`config.mk`:
```
export PLATFORM = sky130hd
export DESIGN_NAME = bus_arbiter
export DESIGN_NICKNAME = d
export VERILOG_FILES = /design/src/rtl/bus_arbiter_pkg.sv /design/src/rtl/bus_arbiter_watchdog.sv /design/src/rtl/bus_arbiter.sv
export SDC_FILE = /design/constraint.sdc
export NUM_CORES = 1
export LEC_CHECK = 0
export BUFFER_PORTS_ARGS = -buffer_cell sky130_fd_sc_hd__buf_2
export CAP_MARGIN = 20
export CELL_PAD_IN_SITES_DETAIL_PLACEMENT = 0
export CELL_PAD_IN_SITES_GLOBAL_PLACEMENT = 1
export CORE_AREA = 4 4 131 133
export DETAILED_ROUTE_END_ITERATION = 16
export DIE_AREA = 0 0 135 137
export GPL_TIMING_DRIVEN = 0
export HOLD_SLACK_MARGIN = 0.12
export PLACE_DENSITY_LB_ADDON = 0.15
export REMOVE_ABC_BUFFERS = 1
export SYNTH_ARGS = -nofsm -noshare
export SYNTH_HDL_FRONTEND = slang
export SYNTH_SLANG_ARGS = --single-unit
```
`constraint.sdc`:
```
create_clock -name clk -period 2.82 [get_ports clk]
set_clock_uncertainty 0.05 [all_clocks]
set_input_delay 0.141 -clock clk [delete_from_list [all_inputs] [get_ports clk]]
set_output_delay 0.141 -clock clk [all_outputs]
set_load 0.03 [all_outputs]
```
`src/rtl/bus_arbiter_pkg.sv`:
```
// Shared definitions for the two-master bus arbiter: grant state encoding and
// the default read data returned on a timed-out transaction.
package bus_arbiter_pkg;

  typedef enum logic [1:0] {
    IDLE = 2'd0,
    GNT0 = 2'd1,
    GNT1 = 2'd2
  } arb_state_e;

  localparam logic [31:0] ERR_DATA_DEFAULT = 32'hDEAD_BEEF;

endpackage

```
`src/rtl/bus_arbiter_watchdog.sv`:
```
// Transaction watchdog: counts stalled cycles while enabled and flags the cycle
// in which the budget of TIMEOUT_CYCLES is used up.
module bus_watchdog #(
  parameter int TIMEOUT_CYCLES = 255
) (
  input  logic clk,
  input  logic reset_n,
  input  logic clr,
  input  logic en,
  output logic expire
);

  localparam int CNT_W = $clog2(TIMEOUT_CYCLES + 1);

  logic [CNT_W-1:0] cnt_q;
  logic [CNT_W-1:0] cnt_d;

  always_comb begin
    cnt_d = cnt_q;
    if (clr) begin
      cnt_d = '0;
    end else if (en) begin
      cnt_d = cnt_q + 1'b1;
    end
  end

  always_ff @(posedge clk or negedge reset_n) begin
    if (!reset_n) begin
      cnt_q <= '0;
    end else begin
      cnt_q <= cnt_d;
    end
  end

  assign expire = (cnt_q == CNT_W'(TIMEOUT_CYCLES - 1));

endmodule

```
`src/rtl/bus_arbiter.sv`:
```
// Round-robin arbiter between CPU (m0) and DMA (m1) onto the single slave bus,
// with a watchdog that force-completes transactions the slave never answers.
module bus_arbiter
  import bus_arbiter_pkg::*;
#(
  parameter int          TIMEOUT_CYCLES = 255,
  parameter logic [31:0] ERR_DATA       = ERR_DATA_DEFAULT
) (
  input  logic        clk,
  input  logic        reset_n,
  input  logic        m0_valid,
  input  logic [31:0] m0_addr,
  input  logic [31:0] m0_wdata,
  input  logic [3:0]  m0_wstrb,
  output logic        m0_ready,
  output logic [31:0] m0_rdata,
  input  logic        m1_valid,
  input  logic [31:0] m1_addr,
  input  logic [31:0] m1_wdata,
  input  logic [3:0]  m1_wstrb,
  output logic        m1_ready,
  output logic [31:0] m1_rdata,
  output logic        s_valid,
  output logic [31:0] s_addr,
  output logic [31:0] s_wdata,
  output logic [3:0]  s_wstrb,
  input  logic        s_ready,
  input  logic [31:0] s_rdata,
  input  logic        err_clr,
  output logic        bus_err,
  output logic [31:0] err_addr,
  output logic        err_master
);

  arb_state_e  state_q, state_d;
  logic        last_grant_q, last_grant_d;
  logic        bus_err_q, bus_err_d;
  logic [31:0] err_addr_q, err_addr_d;
  logic        err_master_q, err_master_d;

  logic        gnt;
  logic        sel;
  logic        sel_valid;
  logic [31:0] sel_addr;
  logic        wd_expire;
  logic        timeout;
  logic        ack;
  logic [31:0] ack_data;

  assign gnt = (state_q != IDLE);
  assign sel = (state_q == GNT1);

  bus_watchdog #(
    .TIMEOUT_CYCLES(TIMEOUT_CYCLES)
  ) u_watchdog (
    .clk    (clk),
    .reset_n(reset_n),
    .clr    (!gnt),
    .en     (gnt && !s_ready),
    .expire (wd_expire)
  );

  always_comb begin
    state_d      = state_q;
    last_grant_d = last_grant_q;
    sel_valid    = sel ? m1_valid : m0_valid;
    sel_addr     = sel ? m1_addr : m0_addr;
    timeout      = gnt && wd_expire && !s_ready;
    ack          = gnt && (s_ready || timeout);
    ack_data     = '0;
    s_valid      = 1'b0;
    s_addr       = '0;
    s_wdata      = '0;
    s_wstrb      = '0;

    case (state_q)
      IDLE: begin
        // m0 wins unless m1 also requests and m0 was the last one served
        if (m0_valid && (!m1_valid || last_grant_q)) begin
          state_d      = GNT0;
          last_grant_d = 1'b0;
        end else if (m1_valid) begin
          state_d      = GNT1;
          last_grant_d = 1'b1;
        end
      end
      GNT0, GNT1: begin
        s_addr  = sel_addr;
        s_wdata = sel ? m1_wdata : m0_wdata;
        s_wstrb = sel ? m1_wstrb : m0_wstrb;
        s_valid = sel_valid && !timeout;
        if (timeout) begin
          ack_data = ERR_DATA;
        end else if (s_ready) begin
          ack_data = s_rdata;
        end
        if (s_ready || !sel_valid || timeout) begin
          state_d = IDLE;
        end
      end
      default: state_d = IDLE;
    endcase

    m0_ready = ack && !sel;
    m1_ready = ack && sel;
    m0_rdata = sel ? '0 : ack_data;
    m1_rdata = sel ? ack_data : '0;

    // a timeout in the same cycle as err_clr keeps the flag set
    bus_err_d    = timeout ? 1'b1 : (err_clr ? 1'b0 : bus_err_q);
    err_addr_d   = timeout ? sel_addr : err_addr_q;
    err_master_d = timeout ? sel : err_master_q;
  end

  always_ff @(posedge clk or negedge reset_n) begin
    if (!reset_n) begin
      state_q      <= IDLE;
      last_grant_q <= 1'b1;
      bus_err_q    <= 1'b0;
      err_addr_q   <= '0;
      err_master_q <= 1'b0;
    end else begin
      state_q      <= state_d;
      last_grant_q <= last_grant_d;
      bus_err_q    <= bus_err_d;
      err_addr_q   <= err_addr_d;
      err_master_q <= err_master_d;
    end
  end

  assign bus_err    = bus_err_q;
  assign err_addr   = err_addr_q;
  assign err_master = err_master_q;

endmodule

```
==> metrics.txt, run 1 <==
average wire per standard cell roughly 15 microns; cell depth of the worst flop-to-flop path 6; Met3 Routed Length 1540 microns; placed instance count 958; number of cell rows 46; CTS H-tree lvls 2; antenna diode instance count 0; IO Port Bufs 342; met1 wire length 5320 microns; sum of negative setup slack 0 ns; count of warnings emitted by yosys 0; count leader, synth sky130_fd_sc_hd__nor2_1; post-detailed-route via-to-cell ratio 4.20; number of synthesized register bits 45; final slew viol count 0; leading cell types by count after synthesis sky130_fd_sc_hd__nor2_1, sky130_fd_sc_hd__nor2b_1, sky130_fd_sc_hd__mux2i_1; worst setup slack after layout between 0.2 and 0.25 ns; wire length of the first global-routing pass 22,100 microns; Post-DP HPWL 11,800 microns; top-level I/O count 343; critical path, cell by cell inv_1 > ha_2 > buf_12 > nand2_1 > nor2_1 > and2_1 > buf_2; Post-Place Worst Slack 0.306 ns; core area 15,800 sq um; path type of the worst setup path reg2out; total number of vias approximately 4,200; DRC violations left 0; EDFF count, synth 0; number of violations of the max-capacitance limit 0; min cycle time layout 2.58 ns; initial cell density of the core 21.9%; Hold Crit Depth 3; share of post-route cells with drive strength above 1 47.0%; met2 WL 7450 microns; area taken by flip-flops and latches 1130 sq um; total routing resource utilization after global routing 14.7%; via count of the first global-routing pass roughly 4,300; final-layout fill cell count 1,691; CTS Buf Count 5; floorplan die width 135 microns; portion of the post-synthesis area used by sequential elements approximately 32%; Max IR drop VDD 424 uV; Post-Synthesis Mean Instance Area 8.11 sq um; fraction of the cycle the final worst path needs about nine tenths; number of DRC markers after the initial detailed-route iteration approximately 120; total power of the final layout about 5.3 mW; final cell count without fillers ~990; Synth area leader sky130_fd_sc_hd__dfrtp_1; final estimated routing congestion in global placement 0.787; Top Layer Used met4; static leakage power 3.21 nW; status finished clean; area growth from synthesis to layout 68.2%; placed cell area around 5400 sq um; summed area of non-filler cells in the final layout 5840 sq um; highest clock rate 0.387 GHz; PwrDens 911 nW/um^2; required time worst endpoint between 2 and 3 ns; Skew-Pair Late Insertion Delay about 0.28 ns; post-CTS repair timing setup buffer count 0; kind of start point of the critical path register; clock transition at the registers of the reported paths 0.07 ns; Clock Path Buffers 2; summed instance area of the synthesized netlist 3470 sq um; maximum number of pins on one net before global-route repair 54; top cells by area, synth sky130_fd_sc_hd__dfrtp_1, sky130_fd_sc_hd__mux2i_1, sky130_fd_sc_hd__nor2_1; area of the die roughly 18,000 sq um; CP max stage cell sky130_fd_sc_hd__ha_2; clock root buffer sky130_fd_sc_hd__clkbuf_16; Syn Inst Count 428; footprint of the multi-input gates 2190 sq um; slowest stage delay, CP 0.60 ns; Die Height 137 microns; Synth cell types 38; number of antenna violations at the first check in global routing 0; area share of the largest cell type after synthesis 31.7%; path type of the worst min-delay path in2reg; arrival time of data at the critical path endpoint 2.39 ns; clock tree from TritonCTS yes; final wirelength 14,500 microns; headroom to the max-slew limit 52.5%; actual transition at the worst max-transition pin 0.709 ns; Num Clock Sinks 45; total number of nets in the final design 954; final antenna-violating net count 0; setup repair after global routing missed its margin no; Setup-failing EPs final 0; First-pass DRT Iterations 6; proportion of register bits with asynchronous set or reset after synthesis 100%; grt total ovfl 0; top fanout value on the critical path 49; number of hold-slack violations in the final timing report 0; main flop type after synthesis sky130_fd_sc_hd__dfrtp_1; Critical Path Sink Type output port
stage by stage:
stage	utilization (%)	hold slack [ns]
detailed placement	34.1	0.308
global route	36.9	0.139
CTS	36.8	0.120
floorplan	-	-0.205
finish	36.9	0.115
global placement	33.4	0.304
what timing repair did:
| action | 4_1_cts | 5_1_grt |
|---|---|---|
| endpoints found under the hold margin | 61 | 0 |
| gates resized for setup | 2 | 0 |
| setup endpoints to repair | 2 | 0 |
| hold buffers | 26 | 0 |
power breakdown:
group	total, mW	internal, mW	switching, mW
logic	3.97	1.34	2.63
registers	0.751	0.709	0.0418
clock network	0.600	0.331	0.270
registers in the layout, indices dropped and copies added, names as in the netlist:
| register | cells |
|---|---|
| last_grant_q | 1 |
| u_watchdog.cnt_q | 8 |
| err_master | 1 |
| state_q | 2 |
| err_addr | 32 |
| bus_err | 1 |
critical path: cells and delay by family, from the launching register on:
kind                     cells  cell delay [ns]
buffers and inverters        3             0.52
adder cells (fa/ha/maj)      1             0.60
AND/OR/NAND/NOR              3             0.56
flip-flops                   1             0.40
kinds of logic (layout without fill, tap and decap cells):
| family | after synthesis | count (layout) | share of synthesized area, % |
|---|---|---|---|
| compound gates | 44 | 44 | 6.89 |
| xor+xnor | 6 | 6 | 1.51 |
| fa+ha+maj | 4 | 4 | 1.44 |
| buf+inv | 37 | 386 | 5.41 |
| flops | 45 | 45 | 32.5 |
| mux | 70 | 70 | 20.3 |
| simple gates | 222 | 222 | 32.0 |
cells in the final DEF (no fill, tap or decap), types with 2 or more instances in the layout:
cell and n:
sky130_fd_sc_hd__xor2_1 3, sky130_fd_sc_hd__nor3_1 2, sky130_fd_sc_hd__xnor2_1 3, sky130_fd_sc_hd__buf_12 2
sky130_fd_sc_hd__nor2b_1 70, sky130_fd_sc_hd__buf_2 342, sky130_fd_sc_hd__buf_16 2, sky130_fd_sc_hd__and2_1 16
sky130_fd_sc_hd__inv_1 4, sky130_fd_sc_hd__nand2b_1 2, sky130_fd_sc_hd__clkbuf_16 5, sky130_fd_sc_hd__mux2i_1 68
sky130_fd_sc_hd__a21oi_1 37, sky130_fd_sc_hd__ha_1 2, sky130_fd_sc_hd__nand2_1 5, sky130_fd_sc_hd__nor2_1 117
sky130_fd_sc_hd__dfrtp_1 44, sky130_fd_sc_hd__dlygate4sd3_1 26
path summary, 6_finish.rpt:
| path | from | to | slack (ns) |
|---|---|---|---|
| setup / recovery | state_q[1]$_DFFE_PN0P_ | m0_rdata[14] | 0.24 |
| hold reg to reg | bus_err$_DFFE_PN0P_ | bus_err$_DFFE_PN0P_ | 0.44 |
| setup reg to reg | state_q[0]$_DFFE_PN0P_ | err_addr[24]$_DFFE_PN0P_ | 0.36 |
| hold / removal | m0_addr[5] | err_addr[5]$_DFFE_PN0P_ | 0.11 |
| min in group asynchronous | reset_n | bus_err$_DFFE_PN0P_ | 0.27 |
| max in group asynchronous | reset_n | u_watchdog.cnt_q[4]$_DFFE_PN0P_ | 1.94 |
cell type report:
cell class / instances / area share (%)
tap: 216 / 4.63
inverter: 5 / 0.321
multi-input combinational: 346 / 37.6
clock inverter: 3 / 0.364
clock buffer: 5 / 2.14
sequential: 45 / 19.3
timing repair buffer: 373 / 35.7
routing by layer:
| metal | global-route usage, % | vias up |
|---|---|---|
| met3 | 4.63 | 15 |
| li1 | - | 2097 |
| met2 | 28.2 | 210 |
| met5 | 0 | - |
| met4 | 3.02 | 0 |
| met1 | 15.9 | 1845 |
No activity file was read; power rests on OpenSTA's default activity.
==> run 2, diff against run 1 <==
Settings changed: ABC_AREA set to 1, CORE_AREA 4 4 131 133 to 4 4 132 134, DIE_AREA 0 0 135 137 to 0 0 136 138.
==> metrics.txt, run 2 <==
Post-Synthesis Mean Instance Area 7.08 sq um (was 8.11 sq um); Syn Inst Count 501 (was 428); setup repair after global routing missed its margin no (unchanged); number of hold-slack violations in the final timing report 0 (unchanged); area taken by flip-flops and latches 1130 sq um (unchanged); min cycle time layout 2.57 ns (was 2.58 ns); Clock Path Buffers 2 (unchanged); commonest cells after routing, fill and taps aside sky130_fd_sc_hd__buf_2, sky130_fd_sc_hd__nor2_1, sky130_fd_sc_hd__o21ai_0 (was sky130_fd_sc_hd__buf_2, sky130_fd_sc_hd__nor2_1, sky130_fd_sc_hd__nor2b_1); count of warnings emitted by yosys 0 (unchanged); Synth area leader sky130_fd_sc_hd__dfrtp_1 (unchanged); footprint of the multi-input gates 2100 sq um (was 2190 sq um); area of the die 18,800 sq um (was 18,500 sq um); DRC violations left 0 (unchanged); Setup-failing EPs final 0 (unchanged); maximum number of pins on one net before global-route repair 65 (was 54); post-detailed-route via-to-cell ratio 4.31 (was 4.20); summed instance area of the synthesized netlist 3550 sq um (was 3470 sq um); portion of the post-synthesis area used by sequential elements 31.8% (was 32.5%); top fanout value on the critical path 64 (was 49); antenna diode instance count 0 (unchanged); required time worst endpoint 2.63 ns (about the same); most frequent standard cell in the layout excluding fill and tap cells sky130_fd_sc_hd__buf_2 (unchanged); endpoint of the most critical register-to-register path err_addr[23]$_DFFE_PN0P_ (was err_addr[24]$_DFFE_PN0P_); actual transition at the worst max-transition pin 0.529 ns (was 0.709 ns); total number of vias 4,598 (was 4,167); final estimated routing congestion in global placement 0.768 (was 0.787); Endpoint, Worst Hold err_addr[13]$_DFFE_PN0P_ (was err_addr[5]$_DFFE_PN0P_); clock tree from TritonCTS yes (unchanged); average wire per standard cell 15.4 microns (was 14.6 microns); top cells by area, synth sky130_fd_sc_hd__dfrtp_1, sky130_fd_sc_hd__nor2_1, sky130_fd_sc_hd__mux2i_1 (was sky130_fd_sc_hd__dfrtp_1, sky130_fd_sc_hd__mux2i_1, sky130_fd_sc_hd__nor2_1); count leader, synth sky130_fd_sc_hd__nor2_1 (unchanged); number of DRC markers after the initial detailed-route iteration 136 (was 117); core area 16,300 sq um (was 15,800 sq um); path type of the worst setup path reg2out (unchanged); number of cell rows 47 (was 46); total power of the final layout 6.02 mW (was 5.32 mW); arrival time of data at the critical path endpoint 2.38 ns (was 2.39 ns); flip-flop count of the largest register, all copies and words added 32 (unchanged); wire length of the first global-routing pass 24,600 microns (was 22,100 microns); Synth cell types 33 (was 38); final-layout fill cell count 1,785 (was 1,691); First-pass DRT Iterations 4 (was 6); Num Clock Sinks 45 (unchanged); grt total ovfl 0 (unchanged); number of synthesized register bits 45 (unchanged); CTS Buf Count 5 (unchanged); total number of nets in the final design 1,023 (was 954); proportion of register bits with asynchronous set or reset after synthesis 100% (unchanged); status finished clean (unchanged); via count of the first global-routing pass 4,407 (was 4,309); highest clock rate 0.389 GHz (was 0.387 GHz); share of post-route cells with drive strength above 1 46.5% (was 47.0%); initial cell density of the core 21.8% (was 21.9%); Max IR drop VDD 411 uV (was 424 uV); PwrDens 1020 nW/um^2 (was 911 nW/um^2); clock root buffer sky130_fd_sc_hd__clkbuf_16 (unchanged); IO Port Bufs 342 (unchanged); fraction of the cycle the final worst path needs 91.2% (was 91.6%); area growth from synthesis to layout 67.0% (was 68.2%); top-level I/O count 343 (unchanged); floorplan die width 136 microns (was 135 microns); EDFF count, synth 0 (unchanged); path type of the worst min-delay path in2reg (unchanged); number of antenna violations at the first check in global routing 0 (unchanged); worst setup slack after layout 0.249 ns (was 0.238 ns); leading cell types by count after synthesis sky130_fd_sc_hd__nor2_1, sky130_fd_sc_hd__o21ai_0, sky130_fd_sc_hd__nand2_1 (was sky130_fd_sc_hd__nor2_1, sky130_fd_sc_hd__nor2b_1, sky130_fd_sc_hd__mux2i_1); Die Height 138 microns (was 137 microns); startpoint of the worst hold path m1_addr[13] (was m0_addr[5]); Critical Path Sink Type output port (unchanged); static leakage power 3.35 nW (was 3.21 nW); main flop type after synthesis sky130_fd_sc_hd__dfrtp_1 (unchanged); flop-to-flop setup slack 0.53 ns (was 0.36 ns); final slew viol count 0 (unchanged); kind of start point of the critical path register (unchanged); CTS H-tree lvls 2 (unchanged); final antenna-violating net count 0 (unchanged); area share of the largest cell type after synthesis 31.1% (was 31.7%); reg-to-reg critical path startpoint state_q[0]$_DFFE_PN0P_ (unchanged); clock transition at the registers of the reported paths 0.06 ns (was 0.07 ns); Post-Place Worst Slack 0.160 ns (was 0.306 ns); Skew-Pair Late Insertion Delay 0.28 ns (about the same); cell depth of the worst flop-to-flop path 6 (unchanged); total routing resource utilization after global routing 16.3% (was 14.7%); Hold Crit Depth 3 (unchanged); number of violations of the max-capacitance limit 0 (unchanged); Post-DP HPWL 12,800 microns (was 11,800 microns); headroom to the max-slew limit 64.7% (was 52.5%); final wirelength 16,400 microns (was 14,500 microns)
[run 2: cell types whose count changed in the layout (fill, tap and decap cells not counted), moves of 15 or more]
cell | before | now
sky130_fd_sc_hd__nor2_1 | 117 | 160
sky130_fd_sc_hd__and2_1 | 16 | 1
sky130_fd_sc_hd__o211ai_2 | 0 | 18
sky130_fd_sc_hd__o21ai_1 | 0 | 16
sky130_fd_sc_hd__mux2i_1 | 68 | 32
sky130_fd_sc_hd__nor2b_1 | 70 | 0
sky130_fd_sc_hd__a21oi_1 | 37 | 6
sky130_fd_sc_hd__o21ai_0 | 1 | 58
sky130_fd_sc_hd__nor3_1 | 2 | 18
sky130_fd_sc_hd__inv_1 | 4 | 20
sky130_fd_sc_hd__nand2_1 | 5 | 54
[run 2: cells by family after synthesis]
logic type | share of synthesized area (%)
DFF | 31.8
AOI/OAI and AO/OA | 20.0
buffers and inverters | 9.70
adders and majority gates | 1.41
muxes | 9.03
and+or+nand+nor | 28.1
[run 2: report_power, final]
group | leakage (nW) | internal (mW) | switching [mW]
logic | 2.64 | 1.34 | 3.32
clock network | 0.0808 | 0.417 | 0.235
registers | 0.622 | 0.682 | 0.0270
[run 2: timing repair]
item                                    4_1_cts  5_1_grt
endpoints found under the setup margin       29       17
hold endpoints to repair                     63        0
gates cloned                                  1        0
hold buffers                                 27        0
buffers inserted                              2        0
pin swaps                                     1        0
resized for setup                             3        4
[run 2: worst max-delay path by stage]
stage                                 startpoint            to  cells after the start
after detailed placement  state_q[1]$_DFFE_PN0P_       s_valid                      7
after CTS                 state_q[0]$_DFFE_PN0P_  m1_rdata[24]                      7
final                     state_q[0]$_DFFE_PN0P_  m1_rdata[24]                      7
after global routing      state_q[1]$_DFFE_PN0P_       s_valid                      7
after floorplan           state_q[0]$_DFFE_PN0P_      m1_ready                      4
after global placement    state_q[0]$_DFFE_PN0P_       s_valid                      9
[run 2: layout make-up]
type                       count  area share (%)
multi-input combinational    390            35.5
clock buffer                   6            2.18
sequential                    45            19.0
tap                          220            4.65
timing repair buffer         377            36.2
inverter                      25            1.75
clock inverter                 2           0.591
timing repair inverter         1           0.127
[run 2: through the flow]
stage	utilization (%)	instance area (sq um)	setup TNS [ns]	hold WS, ns	cells
2_1_floorplan	-	3300	-181.69	-0.205	460
3_3_place_gp	32.4	5280	-392.53	0.286	1022
3_5_place_dp	33.2	5400	0	0.310	1027
4_1_cts	36.2	5890	0	0.120	1065
5_1_grt	36.4	5920	0	0.131	1066
6_report	36.4	5920	0	0.121	1066
[run 2: routing by layer]
| layer | vias up | global-route usage (%) | wire (microns) |
|---|---|---|---|
| met1 | 2021 | 18.8 | 6340 |
| met2 | 233 | 29.9 | 8120 |
| li1 | 2333 | - | - |
| met4 | 0 | 3.02 | 170 |
| met5 | - | 0 | 0 |
| met3 | 11 | 4.65 | 1750 |
[run 2: critical path: stages, from the launching register on]
cell                      delay, ns
sky130_fd_sc_hd__dfrtp_1       0.38
sky130_fd_sc_hd__inv_1         0.15
sky130_fd_sc_hd__ha_4          0.35
sky130_fd_sc_hd__buf_16        0.28
sky130_fd_sc_hd__inv_4         0.18
sky130_fd_sc_hd__buf_12        0.22
sky130_fd_sc_hd__nor3_1        0.23
sky130_fd_sc_hd__buf_2         0.26
==> run 3, diff against run 2 <==
Settings changed: CORE_AREA 4 4 132 134 to 2 2 134 136.
==> metrics.txt, run 3 (same netlist as run 2, synthesis figures left out) <==
footprint of the multi-input gates 2100 sq um (unchanged); final estimated routing congestion in global placement 0.772 (was 0.768); grt total ovfl 0 (unchanged); setup repair after global routing missed its margin no (unchanged); post-detailed-route via-to-cell ratio 4.30 (was 4.31); area taken by flip-flops and latches 1130 sq um (unchanged); number of hold-slack violations in the final timing report 0 (unchanged); required time worst endpoint 2.63 ns (about the same); post-route core utilization 34.3% (was 36.4%); PwrDens 1010 nW/um^2 (was 1020 nW/um^2); Post-DP HPWL 11,900 microns (was 12,800 microns); path type of the worst min-delay path in2reg (unchanged); Global Route met3 Usage 4.95% (was 4.65%); sequential share of power 11.7% (was 11.8%); kind of cell adding the most delay to the critical path buffers and inverters (unchanged); total power of the final layout 6.05 mW (was 6.02 mW); NetSw 3.57 mW (was 3.58 mW); path type of the worst setup path reg2out (unchanged); critical path, cell by cell inv_1 > ha_4 > buf_16 > inv_2 > buf_12 > nor3_1 > buf_2 (was inv_1 > ha_4 > buf_16 > inv_4 > buf_12 > nor3_1 > buf_2); area growth from synthesis to layout 69.7% (was 67.0%); DRC violations left 0 (unchanged); slowest stage delay, CP 0.38 ns (about the same); number of antenna violations at the first check in global routing 2 (was 0); wire length of the first global-routing pass 23,600 microns (was 24,600 microns); total number of nets in the final design 1,030 (was 1,023); Num Clock Sinks 45 (unchanged); Worst Path Buf+Inv 5 (unchanged); number of DRC markers after the initial detailed-route iteration 123 (was 136); core area 17,500 sq um (was 16,300 sq um); kind of start point of the critical path register (unchanged); most frequent standard cell in the layout excluding fill and tap cells sky130_fd_sc_hd__buf_2 (unchanged); headroom to the max-slew limit 60.5% (was 64.7%); Clock Path Buffers 2 (unchanged); via count of the first global-routing pass 4,417 (was 4,407); static leakage power 3.39 nW (was 3.35 nW); flip-flop count of the largest register, all copies and words added 32 (unchanged); clock tree from TritonCTS yes (unchanged); global route hottest layer met2 (unchanged); cell internal power dissipation 2.48 mW (was 2.44 mW); status finished clean (unchanged); average wire per standard cell 14.5 microns (was 15.4 microns); area of the die 18,800 sq um (unchanged); met2 GRT Util 29.1% (was 29.9%); floorplan die width 136 microns (unchanged); number of cell rows 49 (was 47); final slew viol count 0 (unchanged); total number of vias 4,659 (was 4,598); switching fraction of total power 58.9% (was 59.5%); CTS Buf Count 5 (unchanged); Skew-Pair Late Insertion Delay 0.28 ns (about the same); final-layout fill cell count 1,918 (was 1,785); logic gate share of total power 76.9% (was 77.4%); number of violations of the max-capacitance limit 0 (unchanged); clock root buffer sky130_fd_sc_hd__clkbuf_16 (unchanged); IO Port Bufs 342 (unchanged); top-level I/O count 343 (unchanged); Setup-failing EPs final 0 (unchanged); commonest cells after routing, fill and taps aside sky130_fd_sc_hd__buf_2, sky130_fd_sc_hd__nor2_1, sky130_fd_sc_hd__o21ai_0 (unchanged); top fanout value on the critical path 74 (was 64); First-pass DRT Iterations 4 (unchanged); Die Height 138 microns (unchanged); final wirelength 15,800 microns (was 16,400 microns); Max IR drop VDD 508 uV (was 411 uV); clock transition at the registers of the reported paths 0.07 ns (was 0.06 ns); arrival time of data at the critical path endpoint 2.27 ns (was 2.38 ns); CTS H-tree lvls 2 (unchanged); min cycle time layout 2.46 ns (was 2.57 ns); Critical Path Sink Type output port (unchanged); maximum number of pins on one net before global-route repair 75 (was 65); share of post-route cells with drive strength above 1 46.1% (was 46.5%); fraction of the cycle the final worst path needs 87.2% (was 91.2%); total routing resource utilization after global routing 15.7% (was 16.3%); final antenna-violating net count 0 (unchanged); initial cell density of the core 20.2% (was 21.8%); CP max stage cell sky130_fd_sc_hd__dfrtp_1 (unchanged); GRT met1 Usage 17.0% (was 18.8%); clock network power share 11.4% (was 10.8%); actual transition at the worst max-transition pin 0.593 ns (was 0.529 ns); highest clock rate 0.407 GHz (was 0.389 GHz)
## run 3: path summary, 6_finish.rpt
kind	from	end	slack [ns]	depth (start not counted)
setup / recovery	state_q[0]$_DFFE_PN0P_	m1_rdata[8]	0.36	7
hold / removal	m1_addr[29]	err_addr[29]$_DFFE_PN0P_	0.12	3
setup reg to reg	state_q[1]$_DFFE_PN0P_	state_q[0]$_DFFE_PN0P_	0.72	8
hold reg to reg	err_addr[30]$_DFFE_PN0P_	err_addr[30]$_DFFE_PN0P_	0.43	2
max in group asynchronous	reset_n	err_addr[31]$_DFFE_PN0P_	1.91	3
min in group asynchronous	reset_n	err_addr[17]$_DFFE_PN0P_	0.29	2
## run 3: power by group through the flow
stage / Combinational (mW) / Sequential, mW / Clock [mW]
finish: 4.65 / 0.707 / 0.689
global placement: 4.45 / 0.713 / 0
floorplan: 3.03 / 0.711 / 0
global route: 4.99 / 0.713 / 0.732
detailed placement: 4.45 / 0.718 / 0
CTS: 4.65 / 0.707 / 0.711
## run 3: final cells by class
type / count / area share (%)
Timing Repair Buffer: 384 / 36.9
Tap cell: 229 / 4.76
Clock buffer: 7 / 2.37
Antenna cell: 2 / 0.0832
Timing Repair inverter: 1 / 0.125
Clock inverter: 1 / 0.499
Sequential cell: 45 / 18.7
Multi-Input combinational cell: 390 / 34.9
Inverter: 25 / 1.62
## run 3: worst reg2reg max path, stage by stage (launching register included)
cell,delay [ns]
sky130_fd_sc_hd__dfrtp_1,0.41
sky130_fd_sc_hd__inv_1,0.09
sky130_fd_sc_hd__ha_4,0.45
sky130_fd_sc_hd__clkinvlp_4,0.44
sky130_fd_sc_hd__nor2_1,0.25
sky130_fd_sc_hd__nand3_1,0.14
sky130_fd_sc_hd__nand2_1,0.12
sky130_fd_sc_hd__nand2_1,0.05
sky130_fd_sc_hd__nand2_1,0.05
## run 3: metrics by stage
step           setup TNS, ns  hold slack, ns  instance area [sq um]  setup WS (ns)  std cells
4_1_cts                    0           0.121                   5970         0.0259       1079
3_5_place_dp               0           0.285                   5420          0.255       1036
5_1_grt                    0           0.139                   6020          0.173       1084
6_report                   0           0.115                   6020          0.361       1084
2_1_floorplan        -181.69          -0.205                   3300          -2.07        460
3_3_place_gp         -390.47           0.284                   5290          -3.50       1031
## run 3: what timing repair did
action                                 CTS  global route
setup buffers                            1             2
gates cloned                             1             0
pin swaps                                0             1
hold buffers                            33             0
resized for setup                        2             2
endpoints found under the hold margin   64             0
setup endpoints to repair                7            17
## run 3: routing by layer
layer	up-vias	part of all wire, %
met2	216	50
met1	2086	38
li1	2343	-
met4	0	1.7
met3	14	10
met5	-	0
